`config.mk`:
```
export PLATFORM = sky130hd
export DESIGN_NAME = vlog_comment_stripper
export DESIGN_NICKNAME = d
export VERILOG_FILES = /design/src/rtl/vlog_comment_stripper.sv
export SDC_FILE = /design/constraint.sdc
export NUM_CORES = 1
export LEC_CHECK = 0
export ABC_AREA = 1
export CAP_MARGIN = 20
export CORE_AREA = 8 8 70 72
export CTS_CLUSTER_DIAMETER = 200
export DETAILED_ROUTE_END_ITERATION = 10
export DIE_AREA = 0 0 78 80
export DONT_BUFFER_PORTS = 1
export PLACE_DENSITY_LB_ADDON = 0.12
export SLEW_MARGIN = 20
export SYNTH_ARGS = -nofsm -noshare
export SYNTH_HDL_FRONTEND = slang
export SYNTH_SLANG_ARGS = --single-unit
```
`constraint.sdc`:
```
create_clock -name clk -period 2.1 [get_ports clk]
set_input_delay 0.42 -clock clk [delete_from_list [all_inputs] [get_ports clk]]
set_output_delay 0.42 -clock clk [all_outputs]
set_load 0.05 [all_outputs]
```
`src/rtl/vlog_comment_stripper.sv`:
```
// Pre-lexer stage: removes // and /* */ comments from a Verilog byte stream,
// keeps newlines and string literals intact, and tracks the source line number.
module vlog_comment_stripper #(
  parameter int LINE_W = 16
) (
  input  logic              clk,
  input  logic              reset_n,
  input  logic              in_valid,
  output logic              in_ready,
  input  logic [7:0]        in_data,
  input  logic              in_last,
  output logic              out_valid,
  input  logic              out_ready,
  output logic [7:0]        out_data,
  output logic              out_last,
  output logic [LINE_W-1:0] line_no,
  output logic              err_unterminated,
  output logic [2:0]        state_dbg
);

  // Handshake: a byte moves on a port in any cycle where valid and ready are
  // both high at the rising edge; valid never waits on ready, and the output
  // holds data/last stable while out_valid=1 and out_ready=0.

  typedef enum logic [2:0] {
    NORMAL, SLASH, LINE_CMT, BLK_CMT, BLK_STAR, STRING, STR_ESC
  } state_t;

  localparam logic [7:0] CH_SLASH = 8'h2F;
  localparam logic [7:0] CH_STAR  = 8'h2A;
  localparam logic [7:0] CH_NL    = 8'h0A;
  localparam logic [7:0] CH_QUOTE = 8'h22;
  localparam logic [7:0] CH_BSL   = 8'h5C;
  localparam logic [7:0] CH_SP    = 8'h20;

  localparam logic [LINE_W-1:0] LINE_ONE = {{(LINE_W-1){1'b0}}, 1'b1};
  localparam logic [LINE_W-1:0] LINE_MAX = {LINE_W{1'b1}};

  state_t     state, state_n;
  logic       can_accept, consume, emit, emit_last, err_n, flush;
  logic [7:0] emit_data;
  logic       is_slash, is_star, is_nl, is_quote, is_bsl;

  assign can_accept = !out_valid || out_ready;
  assign is_slash   = (in_data == CH_SLASH);
  assign is_star    = (in_data == CH_STAR);
  assign is_nl      = (in_data == CH_NL);
  assign is_quote   = (in_data == CH_QUOTE);
  assign is_bsl     = (in_data == CH_BSL);
  assign flush      = (state == SLASH) && in_valid && !is_slash && !is_star;
  assign state_dbg  = state;

  always_comb begin
    state_n   = state;
    emit      = 1'b0;
    emit_data = in_data;
    emit_last = 1'b0;
    err_n     = 1'b0;
    consume   = 1'b0;
    in_ready  = can_accept;
    if (flush) begin
      // A lone '/' is released first; the held byte is re-examined from NORMAL.
      in_ready = 1'b0;
      if (can_accept) begin
        emit      = 1'b1;
        emit_data = CH_SLASH;
        state_n   = NORMAL;
      end
    end else if (in_valid && can_accept) begin
      consume = 1'b1;
      case (state)
        NORMAL: begin
          if (is_slash) state_n = SLASH;
          else begin
            emit = 1'b1;
            if (is_quote) state_n = STRING;
          end
        end
        SLASH:    state_n = is_slash ? LINE_CMT : BLK_CMT;
        LINE_CMT: if (is_nl) begin
          emit    = 1'b1;
          state_n = NORMAL;
        end
        BLK_CMT: begin
          if (is_star) state_n = BLK_STAR;
          else if (is_nl) emit = 1'b1;
        end
        BLK_STAR: begin
          if (is_slash) begin
            emit      = 1'b1;
            emit_data = CH_SP;
            state_n   = NORMAL;
          end else if (is_nl) begin
            emit    = 1'b1;
            state_n = BLK_CMT;
          end else if (!is_star) state_n = BLK_CMT;
        end
        STRING: begin
          emit = 1'b1;
          if (is_bsl) state_n = STR_ESC;
          else if (is_quote) state_n = NORMAL;
        end
        STR_ESC: begin
          emit    = 1'b1;
          state_n = STRING;
        end
        default: state_n = NORMAL;
      endcase
      // The final byte of a file always produces exactly one output byte.
      if (in_last) begin
        state_n   = NORMAL;
        emit      = 1'b1;
        emit_last = 1'b1;
        case (state)
          NORMAL:   emit_data = in_data;
          LINE_CMT: emit_data = CH_NL;
          BLK_CMT: begin
            emit_data = CH_SP;
            err_n     = 1'b1;
          end
          BLK_STAR: begin
            emit_data = CH_SP;
            err_n     = !is_slash;
          end
          STRING: begin
            emit_data = in_data;
            err_n     = !is_quote;
          end
          STR_ESC: begin
            emit_data = in_data;
            err_n     = 1'b1;
          end
          default:  emit_data = CH_SP;
        endcase
      end
    end
  end

  always_ff @(posedge clk or negedge reset_n) begin
    if (!reset_n) state <= NORMAL;
    else          state <= state_n;
  end

  always_ff @(posedge clk or negedge reset_n) begin
    if (!reset_n) begin
      out_valid        <= 1'b0;
      out_data         <= 8'h00;
      out_last         <= 1'b0;
      err_unterminated <= 1'b0;
      line_no          <= LINE_ONE;
    end else begin
      err_unterminated <= err_n;
      if (can_accept) begin
        out_valid <= emit;
        if (emit) begin
          out_data <= emit_data;
          out_last <= emit_last;
        end
      end
      if (consume) begin
        if (in_last) line_no <= LINE_ONE;
        else if (is_nl && line_no != LINE_MAX) line_no <= line_no + LINE_ONE;
      end
    end
  end

endmodule

```
Yosys cells after proc, flatten, opt, wreduce, memory -nomap -nowiden
Cells that the tools add are included.

Reductions and logical operators: 19. Multiplexer cells: 42. Add/subtract/negate cells: 1. Equal/unequal tests: 18.

Operators with widths (number): $mux 8 (5); $mux 3 (13); $mux 16 (2); $eq 8x6->1 const B (3); $pmux 3 s7 (1); $mux 1 (18); $add 16x1->16 const B (1); $ne 16x16->1 const B (1); $pmux 8 s2 (1); $ne 5x5->1 const B (2); $eq 3x3->1 const B (3); $eq 8x4->1 const B (1); $eq 8x7->1 const B (1); $ne 4x4->1 const B (2); $reduce_and 7->1 (1); $eq 3x2->1 const B (2); $ne 6x6->1 const B (1); $logic_and 1x1->1 (5); $pmux 1 s5 (1); $logic_not 1->1 (4); $reduce_and 2->1 (2); $reduce_bool 2->1 (2); $reduce_or 2->1 (2); $eq 3x1->1 const B (1); other kinds (5) (5).

Word-level logic and storage cells: 86. Bits in registers: 30. Output and inout port bits: 31. Bits of input ports: 13.

Logic depth before layout (Yosys ltp)
Depth in word-level cells: 8. Gate-level depth with buffers: 13. Gate-level depth less buffers: 13.

Least setup slack after synthesis
Ideal clock, no wire load.

Kind: register to output. Start: register state[0] (netlist: state_dbg[0]). End: output port in_ready. Arrival: 1.536 ns. Cell stages (with the launch flop): 7. Slack: 0.144 ns. Required time: 1.680 ns. Buffers on the path: 1. Cell sequence: dfrtp_1 > buf_4 > inv_1 > nor2_4 > nand4_4 > nand2_1 > inv_1.

Longest elaborated chain between the ends: 5.

RTL lines: start, declared (RTL line 39) `state_t state, state_n;`; start signal, assigned (RTL line 141) `else state <= state_n;`; $eq 3x1->1 (RTL line 50) `assign flush = (state == SLASH) && in_valid && !is_slash && !is_star;`; $logic_and 1x1->1 (3 in series) (RTL line 50); $mux 1 (RTL line 61) `if (flush) begin`; end, declared (RTL line 9) `output logic in_ready,`.

No other way between the ends.

Worst setup path after layout
Start: register state[2] (netlist: state_dbg[2]). End: output port in_ready.

Same word-level chain as after synthesis.

==> flow_metrics.tcl <==
set metrics [dict create \
    status "finished, final reports clean" \
    syn-cell-area_sq_um 2220 \
    wire_per_inst_microns 13.7 \
    fin_crit_ns 1.94 \
    nNetsFinal 368 \
    cts_max_level 2 \
    io_pins 44 \
    worstSetupStartpointType "flop" \
    gr-total-overflow 0 \
    rsz0062_at_grt "false" \
    synth_warnings 0 \
    grt_usage_pct 18.1 \
    drv_cap 0 \
    design_area_sq_um 2510 \
    netlist.area_leader.share_pct 32.7 \
    ys_seq_area_share_pct 33.9 \
    clk_latency_ns 0.28 \
    antenna_left 0 \
    max_clock_freq_mhz 516 \
    place_area_sq_um 2400 \
    cp_max_fo 7 \
    grt_max_degree 31 \
    viasPerCell 5.19 \
    cts_made_buffers 5 \
    required_ns 1.68 \
    period_share_pct 92.3 \
    die-area_sq_um 6240 \
    antenna_found_initial 0 \
    relSlewSlack_pct 65.4 \
    clkTransAtPathRegs_ns 0.06 \
    core_sq_um 3860 \
    cts-root-buf "clkbuf_8" \
    worst_pin_slew_ns 0.519 \
    port-buffer-count 0 \
    drcViolationCount 0 \
    die_x_microns 78 \
    post_cts_buffers 0 \
    synth_cells 328 \
    fin_skew_ns 0.00333 \
    dr_wl_met3_microns 416 \
    cp-end-kind "output pin" \
    cp_data_arrival_time_ns 1.52 \
    tns_ns 0 \
    cts_sinks 30 \
    synth.most_common_cell "nand2_1" \
    synthesis.nets 342 \
    slew_violations 0 \
    grt_pass1_wl_microns 9290 \
    gp_congestion 0.920 \
    ys.flop_type "dfrtp_1" \
    rows 23 \
    firstDrtPassIters 4 \
    peakVddDrop_uv 838 \
    synth-seq-cells 30 \
    cellPowerDensity_nw_per_um2 1190 \
    synthArstFlopShare_pct 100 \
    avgSynthCellArea_sq_um 6.77 \
    min_path_type "in2reg" \
    cts.repair.resized 0 \
    synth_common_cells "nand2_1, inv_1, nor2_1" \
    wl_met2_microns 2810 \
    top_layer "met4" \
    synth_area_leader_cell "dfrtp_1" \
    area_growth_pct 13.0 \
    leakagePower_nw 1.30 \
    cts_tree "built" \
    power.total_mw 3.00 \
    antennaDiodeCount 0 \
    die_height_microns 80 \
    fillCellCount 382 \
    route.vias.total 2095 \
    synthDistinctLibCells 29 \
    grt_pass1_vias 2041 \
    synth_edf_count 0 \
    hold_ws_ns 0.287 \
    drive_gt1_share_pct 17.5 \
    clk_path_buf_depth 2 \
    drt_wl_total_microns 5520 \
    post-dp-hpwl_microns 4390 \
    start_util_pct 57.6 \
    drt_iter0_markers 157 \
    cts-hold-fix-buffers 2 \
    finalSetupViolations 0 \
    synth_area_leaders "dfrtp_1, nand2_1, inv_1" \
    met1_length_microns 2240 \
    hold_viol 0 \
    crit_type "reg2out" \
]
## worst paths after layout
path | endpoint | cells after the start | from | slack (ns)
max | in_ready | 6 | state_dbg[2]$_DFFE_PN0P_ | 0.16
min | line_no[9]$_DFFE_PN0P_ | 3 | in_last | 0.29
max reg2reg | line_no[2]$_DFFE_PN0P_ | 10 | line_no[0]$_DFFE_PN1P_ | 0.27
min reg2reg | state_dbg[1]$_DFFE_PN0P_ | 2 | state_dbg[1]$_DFFE_PN0P_ | 0.59
max in group asynchronous | line_no[0]$_DFFE_PN1P_ | 2 | reset_n | 1.27
min in group asynchronous | line_no[4]$_DFFE_PN0P_ | 2 | reset_n | 0.59
## stage by stage
stage / setup slack [ns] / instances / util, %
after floorplan: 0.144 / 328 / -
after global routing: 0.0475 / 404 / 65.1
after CTS: 0.144 / 404 / 65.1
after detailed placement: 0.266 / 395 / 62.2
after global placement: 0.306 / 395 / 62.2
final: 0.162 / 404 / 65.1
## area by class of cell
cell class / instances / area, sq um / share of cell area (%)
timing repair buffer: 26 / 210 / 8.38
multi-input combinational: 245 / 1230 / 49.1
inverter: 46 / 173 / 6.88
clock inverter: 2 / 10.0 / 0.399
clock buffer: 5 / 68.8 / 2.74
tap: 50 / 62.6 / 2.49
sequential: 30 / 752 / 30.0
## power by group
group	leakage [nW]	internal, mW	total (mW)	switching, mW
Combinational	0.864	0.418	1.38	0.959
Sequential	0.394	0.743	1.19	0.447
Clock	0.0438	0.222	0.431	0.209
Total	1.30	1.38	3.00	1.61
## critical path, cell delays in order, from the launching register on
cell and delay, ns:
dfrtp_1 0.44, nor2_1 0.11, inv_1 0.08, nor2_4 0.14, nand4_4 0.15, nand2_1 0.09, inv_1 0.22
## logic make-up (layout without fill, tap and decap cells)
kind of cell	after synthesis	after routing	share of synthesized area, %
and+or+nand+nor	219	219	46.6
adders and majority gates	1	1	0.563
xor gates and xnor gates	10	10	3.94
DFF	30	30	33.9
AOI/OAI and AO/OA	15	15	4.39
buffers and inverters	53	79	10.6
## sequential cells by signal, indices dropped and copies added, names as in the netlist
| register | count |
|---|---|
| line_no | 16 |
| out_data | 8 |
| state_dbg | 3 |
| err_unterminated | 1 |
| out_last | 1 |
| out_valid | 1 |
## layer usage
layer	up-vias	GRT usage [%]
met5	-	0
met4	0	5.37
met3	5	5.41
met2	56	32.6
met1	951	20.1
li1	1083	-
## cells in the final DEF (no fill, tap or decap), types with 2 or more instances in the layout
cell and count:
clkbuf_8 5, o21ai_2 6, xor2_1 8, dfrtp_1 29, nand3_1 27, inv_2 3
clkinv_2 2, nor2_2 3, nand3_2 3, nand4_1 16, nand2_2 6, nor2_1 34
nand2_1 114, xnor2_1 2, buf_4 24, o21ai_1 3, nor3_1 7, nor2_4 4
inv_1 43, o21ai_0 5
No activity file was read; power rests on OpenSTA's default activity.
==> patch 1, RTL diff (same flow settings) <==
Put one more register stage on the output `state_dbg`, cleared by the reset. The value now appears one clock later. The other outputs are not delayed to match.
--- a/src/rtl/vlog_comment_stripper.sv
+++ b/src/rtl/vlog_comment_stripper.sv
@@ -50,3 +50,9 @@
   assign flush      = (state == SLASH) && in_valid && !is_slash && !is_star;
-  assign state_dbg  = state;
+  always_ff @(posedge clk or negedge reset_n) begin
+    if (!reset_n) begin
+      state_dbg <= '0;
+    end else begin
+      state_dbg <= state;
+    end
+  end
 
Function: changed (Yosys sat finds a counterexample within 4 cycles, from zero or initial values and one cycle with reset_n low).
==> patch 1 against the original RTL <==
- synthesized cell count decreased by 0.91%
- die area unchanged
- area after synthesis increased by 1.2%
- worst setup slack got worse by 0.091 ns
- wire length decreased by 1.5%
- design area increased by 2.8%
- clock skew increased by 0.0041 ns
- sequential cell count increased by 3
- count of clock-buffer cells in the layout increased by 2
- power decreased by 2.2%
- critical path type unchanged
- critical endpoint unchanged
- largest power group is now sequential cells
==> patch 1: results <==
set metrics [dict create \
    outcome "finished, final reports clean" \
    clock_area_share_pct 4.512 \
    synth.distinct_cells 31 \
    fin_crit_ns 2.028 \
    seq-cell-share_pct 32.07 \
    rrSetupSlack_ns 0.21 \
    syn_inst 325 \
    nFillCells 320 \
    instances_no_fill 401 \
    dp_slack_ns 0.2259 \
    synth_common_cells "nand2_1 (120), nor2_1 (40), dfrtp_1 (32)" \
    combPwrFrac_pct 33.5 \
    vias 2053 \
    synth.top_cell.area_share_pct 35.63 \
    buf_share_pct 7.569 \
    dpl_cell_area_um2 2404 \
    vdd_drop_max_v 0.0007827 \
    leakagePower_nw 1.367 \
    nMultiInputCombCells 251 \
    arrival_ns 1.61 \
    met2_length_um 2470 \
    comb-power_mw 0.981 \
    grt_use_met2_pct 28.74 \
    placed_cells 388 \
    ys_seq_area_share_pct 36.80 \
    p_clk_share_pct 21.2 \
    cts.sinks 33 \
    grtUsageMet1_pct 22.42 \
    routedWlPerCell_um 13.55 \
    grt_pass1_wl_um 9059 \
    drtIter0Drc 134 \
    track_usage_pct 17.92 \
    grt_max_degree 34 \
    place_congestion 0.9321 \
    skew_ns 0.007454 \
    buffers 24 \
    seq_area_um2 827.0 \
    clock_buffers 7 \
    tightest_slew_ns 0.5155 \
    synthTopCellsByArea "dfrtp_1 (36%), nand2_1 (20%), nor2_1 (6.7%)" \
    synth_nets 339 \
    dr_wl_met3_um 474 \
    holdWs_ns 0.2934 \
]
[patch 1: changes by cell type after synthesis, sizes merged, moves of 3 or more]
cell   before  now
inv        46   35
a21oi       1    4
nor2       41   48
nand4      17    7
xor2        8   13
dfrtp      29   32
o21ai      14    6
nand2     120  128
[patch 1: worst paths after layout]
kind,start,to,cells past startpoint
max in group asynchronous,reset_n,line_no[0],2
worst max register to register,line_no[0],line_no[9],11
worst max-delay path,state[0],in_ready,5
worst min-delay path,in_last,line_no[10],3
min in group asynchronous,reset_n,out_data[5],2
worst min register to register,state[1],state_dbg[1],0
[patch 1: cell families after synthesis]
| group | Yosys count | share of synthesized area, % |
|---|---|---|
| compound gates | 14 | 3.730 |
| simple gates | 222 | 45.32 |
| flops | 33 | 36.80 |
| fa+ha+maj | 1 | 0.5567 |
| buf+inv | 41 | 8.129 |
| xor+xnor | 14 | 5.457 |
[patch 1: timing repair]
action	in CTS	in global routing
buffers inserted	0	3
gates resized for setup	0	2
hold buffers	2	0
setup endpoints to repair	0	1
hold endpoints to repair	33	0
==> patch 2, RTL diff (config.mk and constraints unchanged) <==
Made on the original files. `LINE_W`: 16 -> 18.
--- a/src/rtl/vlog_comment_stripper.sv
+++ b/src/rtl/vlog_comment_stripper.sv
@@ -3,3 +3,3 @@
 module vlog_comment_stripper #(
-  parameter int LINE_W = 16
+  parameter int LINE_W = 18
 ) (
Interface: changed (resized line_no); port bits go from 44 to 46. The function was not compared with the original's and may differ.
==> patch 2 against the original RTL <==
- worst setup slack got worse by 0.032 ns
- die area stayed put
- first-iteration DRC count grew 2.5%
- sequential power is 4% higher
- wire length rose by 3.7%
- critical path type unchanged
- sequential cell count up 2
- area after synthesis increased by 1.0%
- design area rose by 6.0%
- largest power group unchanged
- power up 10%
- clock skew increased by 0.0051 ns
==> patch 2: results <==
set metrics [dict create \
    outcome "finished, final reports clean" \
    place_congestion 0.9806 \
    slowest_delay_ns 0.41 \
    clock_area_share_pct 4.045 \
    synth.distinct_cells 32 \
    slew_headroom_pct 66.72 \
    vias_per_cell 5.245 \
    nNetsFinal 387 \
    ys_seq_elements 32 \
    nFillCells 357 \
    ys_seq_area_share_pct 35.75 \
    grt_pass1_vias 2196 \
    buf_share_pct 11.76 \
    largest_register_ffs 18 \
    n_all_inverters 29 \
    synth_common_cells "nand2_1 (131), nor2_1 (48), dfrtp_1 (31)" \
    grt_max_degree 33 \
    synthTopCellsByArea "dfrtp_1 (35%), nand2_1 (22%), nor2_1 (8.0%)" \
    seq_area_um2 804.5 \
    grt_pass1_wl_um 9963 \
    synth_nets 351 \
    clock_buffers 6 \
    critPathMaxFanout 5 \
    arrival_ns 1.55 \
    drtIter0Drc 161 \
    leakagePower_nw 1.423 \
    final_layout_size_suffix_gt1_share_pct 17.11 \
    track_usage_pct 19.44 \
    rrSetupSlack_ns 0.20 \
    multiInputGateArea_um2 1264 \
    skew_ns 0.008421 \
    dp_slack_ns 0.2097 \
    synthArstFlopShare_pct 100.0 \
    buffers 38 \
    wirelength_um 5720 \
    vdd_drop_max_v 0.0006737 \
    fin_crit_ns 1.970 \
    holdWs_ns 0.2926 \
]
## patch 2: final timing paths
| kind | end | start | cells past startpoint |
|---|---|---|---|
| setup / recovery | in_ready | state_dbg[1] | 7 |
| hold / removal | line_no[11] | in_last | 3 |
| setup reg to reg | line_no[0] | line_no[0] | 10 |
| hold reg to reg | state_dbg[2] | state_dbg[2] | 2 |
| max in group asynchronous | line_no[0] | reset_n | 2 |
| min in group asynchronous | line_no[8] | reset_n | 2 |
## patch 2: logic make-up (layout without fill, tap and decap cells)
family	Yosys count	count (layout)	share of synthesized area, %
and+or+nand+nor	234	234	45.45
buffers and inverters	38	75	7.919
xor gates and xnor gates	15	15	5.856
AOI/OAI and AO/OA	17	17	4.462
DFF	32	32	35.75
adders and majority gates	1	1	0.5576
## patch 2: what timing repair did
action | CTS | global route
endpoints found under the setup margin | 0 | 4
hold buffers | 2 | 0
setup buffers | 0 | 6
endpoints found under the hold margin | 32 | 0
resized for setup | 0 | 3
## patch 2: metrics by stage
step	cells	TNS (ns)	area, um^2
after global placement	408	0	2475
after floorplan	337	0	2243
after global routing	424	-0.002135	2660
after detailed placement	408	0	2475
final	424	0	2660
after CTS	418	0	2613
## patch 2: power groups by stage
stage / registers [mW] / clock network (mW) / logic, mW
final: 1.24 / 0.578 / 1.48
after detailed placement: 1.26 / 0 / 1.38
after CTS: 1.25 / 0.587 / 1.41
after floorplan: 1.51 / 0 / 0.768
after global routing: 1.27 / 0.623 / 1.64
after global placement: 1.26 / 0 / 1.37
## patch 2: routing by layer
layer  up-vias  track usage (%)  share of wire, %
met3        14            4.730               5.2
met4         0            7.778               2.3
met2        47            33.75                52
li1       1134                -                 -
met5         -                0                 0
met1      1029            22.52                41
## patch 2: worst min-delay path: stages
cell and delay [ns]:
nor2_1 0.03, nand2_1 0.05, nand2_1 0.04
